$ cat src/rtl/fpshift_arbiter.sv
// fpshift_arbiter: shares one 24-bit barrel shifter between two requesters.
// Round-robin grant, one registered response stage with sticky bit and requester ID.
//
// Handshake: a request transfers on reqN_valid && reqN_ready, and a response
// transfers on rsp_valid && rsp_ready. reqN_ready is driven combinationally from
// rsp_ready and both valids. At most one ready is high in a cycle. A requester may
// change its request while not ready.
module fpshift_arbiter #(
    parameter int W  = 24,
    parameter int MW = 8
) (
    input  logic          clk,
    input  logic          rst,
    input  logic          req0_valid,
    output logic          req0_ready,
    input  logic          req0_dir,
    input  logic [MW-1:0] req0_mag,
    input  logic [W-1:0]  req0_data,
    input  logic          req1_valid,
    output logic          req1_ready,
    input  logic          req1_dir,
    input  logic [MW-1:0] req1_mag,
    input  logic [W-1:0]  req1_data,
    output logic          rsp_valid,
    input  logic          rsp_ready,
    output logic          rsp_id,
    output logic [W-1:0]  rsp_data,
    output logic          rsp_sticky
);

    // Round-robin pointer. It holds the requester that was served most recently.
    logic          last;
    logic          accept;
    logic          grant0;
    logic          grant1;
    logic          xfer;
    logic          sel_id;
    logic          sel_dir;
    logic [MW-1:0] sel_mag;
    logic [W-1:0]  sel_data;

    // Shifter stages, one per magnitude bit.
    logic [W-1:0]  s0, s1, s2, s3, s4, s5;
    logic [W-1:0]  shifted;
    logic [W-1:0]  mask;
    logic          overflow;
    logic          sticky;

    // Arbitration: on a tie, grant the requester not served last. Readies are gated by accept and reset.
    always_comb begin
        accept     = !rsp_valid || rsp_ready;
        grant0     = req0_valid && (!req1_valid || last);
        grant1     = req1_valid && (!req0_valid || !last);
        req0_ready = !rst && accept && grant0;
        req1_ready = !rst && accept && grant1;
        xfer       = (req0_valid && req0_ready) || (req1_valid && req1_ready);
        sel_id     = grant1;
        sel_dir    = grant1 ? req1_dir  : req0_dir;
        sel_mag    = grant1 ? req1_mag  : req0_mag;
        sel_data   = grant1 ? req1_data : req0_data;
    end

    // Logarithmic shifter on mag[4:0]. Upper magnitude bits force zero.
    // The sticky bit comes from a mask of the low bits that the right shift discards.
    always_comb begin
        s0       = sel_data;
        s1       = sel_mag[0] ? (sel_dir ? (s0 << 1)  : (s0 >> 1))  : s0;
        s2       = sel_mag[1] ? (sel_dir ? (s1 << 2)  : (s1 >> 2))  : s1;
        s3       = sel_mag[2] ? (sel_dir ? (s2 << 4)  : (s2 >> 4))  : s2;
        s4       = sel_mag[3] ? (sel_dir ? (s3 << 8)  : (s3 >> 8))  : s3;
        s5       = sel_mag[4] ? (sel_dir ? (s4 << 16) : (s4 >> 16)) : s4;
        overflow = |sel_mag[MW-1:5];
        shifted  = overflow ? '0 : s5;
        if (overflow || (32'(sel_mag[4:0]) >= W)) begin
            mask = '1;
        end else begin
            mask = (W'(1) << sel_mag[4:0]) - W'(1);
        end
        sticky = !sel_dir && (|(sel_data & mask));
    end

    // Response register. It loads on a request transfer, empties when accept holds
    // without a transfer, and holds otherwise.
    always_ff @(posedge clk) begin
        if (rst) begin
            rsp_valid  <= 1'b0;
            rsp_data   <= '0;
            rsp_sticky <= 1'b0;
            rsp_id     <= 1'b0;
            last       <= 1'b1;
        end else if (accept) begin
            rsp_valid <= xfer;
            if (xfer) begin
                rsp_data   <= shifted;
                rsp_sticky <= sticky;
                rsp_id     <= sel_id;
                last       <= sel_id;
            end
        end
    end

endmodule

$ cat config.mk
export PLATFORM = sky130hd
export DESIGN_NAME = fpshift_arbiter
export DESIGN_NICKNAME = d
export VERILOG_FILES = /design/src/rtl/fpshift_arbiter.sv
export SDC_FILE = /design/constraint.sdc
export NUM_CORES = 1
export LEC_CHECK = 0
export CORE_ASPECT_RATIO = 0.75
export CORE_MARGIN = 5
export CORE_UTILIZATION = 41
export DETAILED_ROUTE_END_ITERATION = 12
export GPL_TIMING_DRIVEN = 0
export SETUP_SLACK_MARGIN = 0.02
export SYNTH_ARGS = -nofsm -noshare
export SYNTH_HDL_FRONTEND = slang
export SYNTH_SLANG_ARGS = --single-unit
$ cat constraint.sdc
create_clock -name clk -period 9 [get_ports clk]
set_input_delay 0.9 -clock clk [delete_from_list [all_inputs] [get_ports clk]]
set_output_delay 0.9 -clock clk [all_outputs]
set_load 0.01 [all_outputs]
==> results.yml <==
outcome:
  status: "finished, final reports clean"
worst_setup_path:
  startpoint: "req1_valid"
  crit_path_max_incr_delay_ns: 0.65
  critPathLaunchType: "input port"
  crit_arrival_ns: 5.87
  endpoint_kind: "register"
  slowest_stage: "mux2i_2"
  r2r-start: "last"
  critPathMaxFanout: 10
  cp_data_required_time_ns: 9.17
  worstSetupPathType: "in -> reg"
  cp_cell_sequence: "clkdlybuf4s50_1 -> a21bo_1 -> buf_6 -> mux2i_2 -> buf_4 -> buf_2 -> buf_1 -> nand3_1 -> ha_1 -> clkbuf_1 -> nand3_1 -> buf_2 -> o21ai_0 -> a2111oi_2 -> o2111a_1 -> nand4_1 -> a32o_1"
sta:
  slew_violations: 0
  skew_ns: 0.003982
  fin_setup_tns_ns: 0
  fmax_mhz: 175.4
  layout_min_cycle_time_ns: 5.702
  finalCritPeriodShare_pct: 63.36
  rsz0062_at_grt: "false"
  relSlewSlack_pct: 12.91
  tightest_slew_ns: 1.293
  setup_viol: 0
  hold_violations: 0
route:
  drc: 0
  routed_wl_um: 30870
  first_iter_violations: 1262
  firstDrtPassIters: 6
  wl_per_cell_um: 28.66
  num_vias: 7909
  ant_nets: 0
  vias_per_cell: 7.344
yosys:
  syn_area_um2: 5590
  ys_types: 72
  syn_area_per_cell_um2: 6.988
  synth_top_cell_by_area: "mux2i_1"
  yosysMostFrequentCell: "nand2_1"
  synth-seq-cells: 28
  synth_fp_nets: 872
  synthTopCellsByCount: "89 x nand2_1, 76 x nor2_1, 74 x mux2i_1"
  ys_warn_count: 0
  synth.area.top_cells: "mux2i_1 13%, dfxtp_1 10%, nand2_1 6.0%"
  synth_top_area_share_pct: 13.25
  synthArstFlopShare_pct: 0
  ys_seq_area_share_pct: 10.03
  postSynthCellCount: 800
  synthFlopType: "dfxtp_1"
  synth_edf_count: 0
global_route:
  grtUsageTotal_pct: 37.04
  overflow: 0
  antenna_found_initial: 1
  met2_usage_pct: 50.92
  use_met3_pct: 12.55
  busiest_layer: "met1"
  grt_pass1_wl_um: 45920
  use_met1_pct: 53.55
  grt_max_degree: 15
  grt_pass1_vias: 7556
floorplan:
  die_area_um2: 16090
  core_um2: 13520
  die_h_um: 111.1
  start_util_pct: 41.36
  rows: 37
  io_pins: 100
  die_w_um: 144.8
flow_run:
  drv_cap: 0
power:
  p_comb_share_pct: 66.1
  p_clk_share_pct: 15.1
  power_frac_seq_pct: 18.8
  internal_power_uw: 344.4
  power.switching_uw: 344.0
  switching_share_pct: 49.97
  ir_drop_uv: 80.47
  power_uw: 688.3
  leakage_nw: 2.548
  power-per-cell-area_nw_per_um2: 100.2
cts:
  cts_root_buffer: "clkbuf_16"
  cts_resized: 0
  cts_tree: "yes"
  htreeDepth: 1
  clk_path_buf_depth: 2
  postCtsSetupRepairBufs: 0
  cts-buffers-inserted: 3
  clock_sinks: 28
  insertion_delay_ns: 0.27
  path_clk_slew_ns: 0.07
  holdBufCountCts: 0
placement:
  place.gp.congestion: 1.053
  dp_hpwl_um: 23940
  portBuffers: 98
layout:
  drive_above_1_share_pct: 9.545
  area_growth_pct: 22.85
  fillers: 1362
  nets: 975
min_path:
  hold_path_class: "reg -> reg"
  hp-start: "rsp_data[14]"
==> state kept, by name, indices dropped and copies added (netlist names) <==
register and flops:
last 1, rsp_id 1, rsp_sticky 1, rsp_valid 1, rsp_data 24
==> kinds of logic (layout without fill, tap and decap cells) <==
group / Yosys count / count (layout) / share of synthesized area [%]
AOI/OAI and AO/OA: 274 / 274 / 34.42
xor gates and xnor gates: 1 / 1 / 0.1567
adders and majority gates: 1 / 1 / 0.2238
buffers and inverters: 83 / 184 / 7.319
DFF: 28 / 28 / 10.03
muxes: 113 / 113 / 22.27
other: 0 / 1 / 0
and+or+nand+nor: 300 / 300 / 25.58
==> placed cells by master, fill, tap and decap left out, types with 5 or more instances in the layout <==
cell type and count:
a21o_1 6, nand3_1 37, nor2b_1 8, a221oi_1 6, a31o_2 5, buf_4 7
nand2_1 89, nand4_1 9, a31oi_1 26, nand3b_1 8, nor4_1 5, clkbuf_1 36
dfxtp_1 28, buf_1 6, a21boi_0 6, clkdlybuf4s50_1 98, nor3b_1 12, a22oi_1 8
nor2_1 76, nand2b_1 9, and3_1 6, nor3_1 25, o211ai_1 27, o221ai_1 6
inv_1 7, buf_2 21, a32oi_1 7, buf_6 6, o22ai_1 7, a21oi_1 51
o21ai_0 40, mux2i_1 74, a211oi_1 19, mux2_2 29, a311oi_1 10
==> layer usage <==
| layer | routed length [um] | vias to the layer above |
|---|---|---|
| li1 | - | 3308 |
| met1 | 12340 | 3695 |
| met2 | 12320 | 788 |
| met3 | 5048 | 118 |
| met4 | 1162 | 0 |
| met5 | 0 | - |
==> power by group through the flow <==
stage	Clock, mW	Combinational (mW)	Sequential [mW]
after detailed placement	0	0.427	0.132
after global routing	0.110	0.469	0.130
after floorplan	0	0.255	0.133
after global placement	0	0.427	0.132
final	0.104	0.455	0.130
after CTS	0.104	0.429	0.130
==> cell type report <==
class / instances / area [um^2] / area share (%)
clock buffer: 3 / 75.07 / 1.093
inverter: 7 / 26.28 / 0.3826
buffer: 76 / 382.9 / 5.575
antenna: 1 / 2.502 / 0.03644
multi-input combinational: 689 / 4621 / 67.28
sequential: 28 / 560.5 / 8.162
timing repair buffer: 98 / 980.9 / 14.28
tap: 175 / 219.0 / 3.188
==> worst max-delay path: cells and delay by family <==
kind	cells	cell delay [ns]
buffers and inverters	7	2.26
AO/OA/AOI/OAI	5	1.42
multiplexers	1	0.65
AND/OR/NAND/NOR	3	0.39
adder cells (fa/ha/maj)	1	0.24
==> final timing paths <==
kind	to	slack (ns)	cells after the start
worst max-delay path	rsp_sticky	3.30	17
worst max register to register	rsp_sticky	4.10	16
worst min-delay path	rsp_data[14]	0.47	1
worst min register to register	rsp_data[14]	0.47	1
==> through the flow <==
step	util [%]	worst slack, ns	instances	hold WS (ns)	instance area [um^2]
2_1_floorplan	-	4.910	800	0.4829	5590
3_3_place_gp	50.23	3.181	1073	0.4503	6790
3_5_place_dp	50.23	3.244	1073	0.4579	6790
4_1_cts	50.79	3.513	1076	0.4721	6865
5_1_grt	50.79	3.128	1076	0.4988	6865
6_report	50.81	3.298	1077	0.4723	6868
Power figures use the tool's default switching activity.
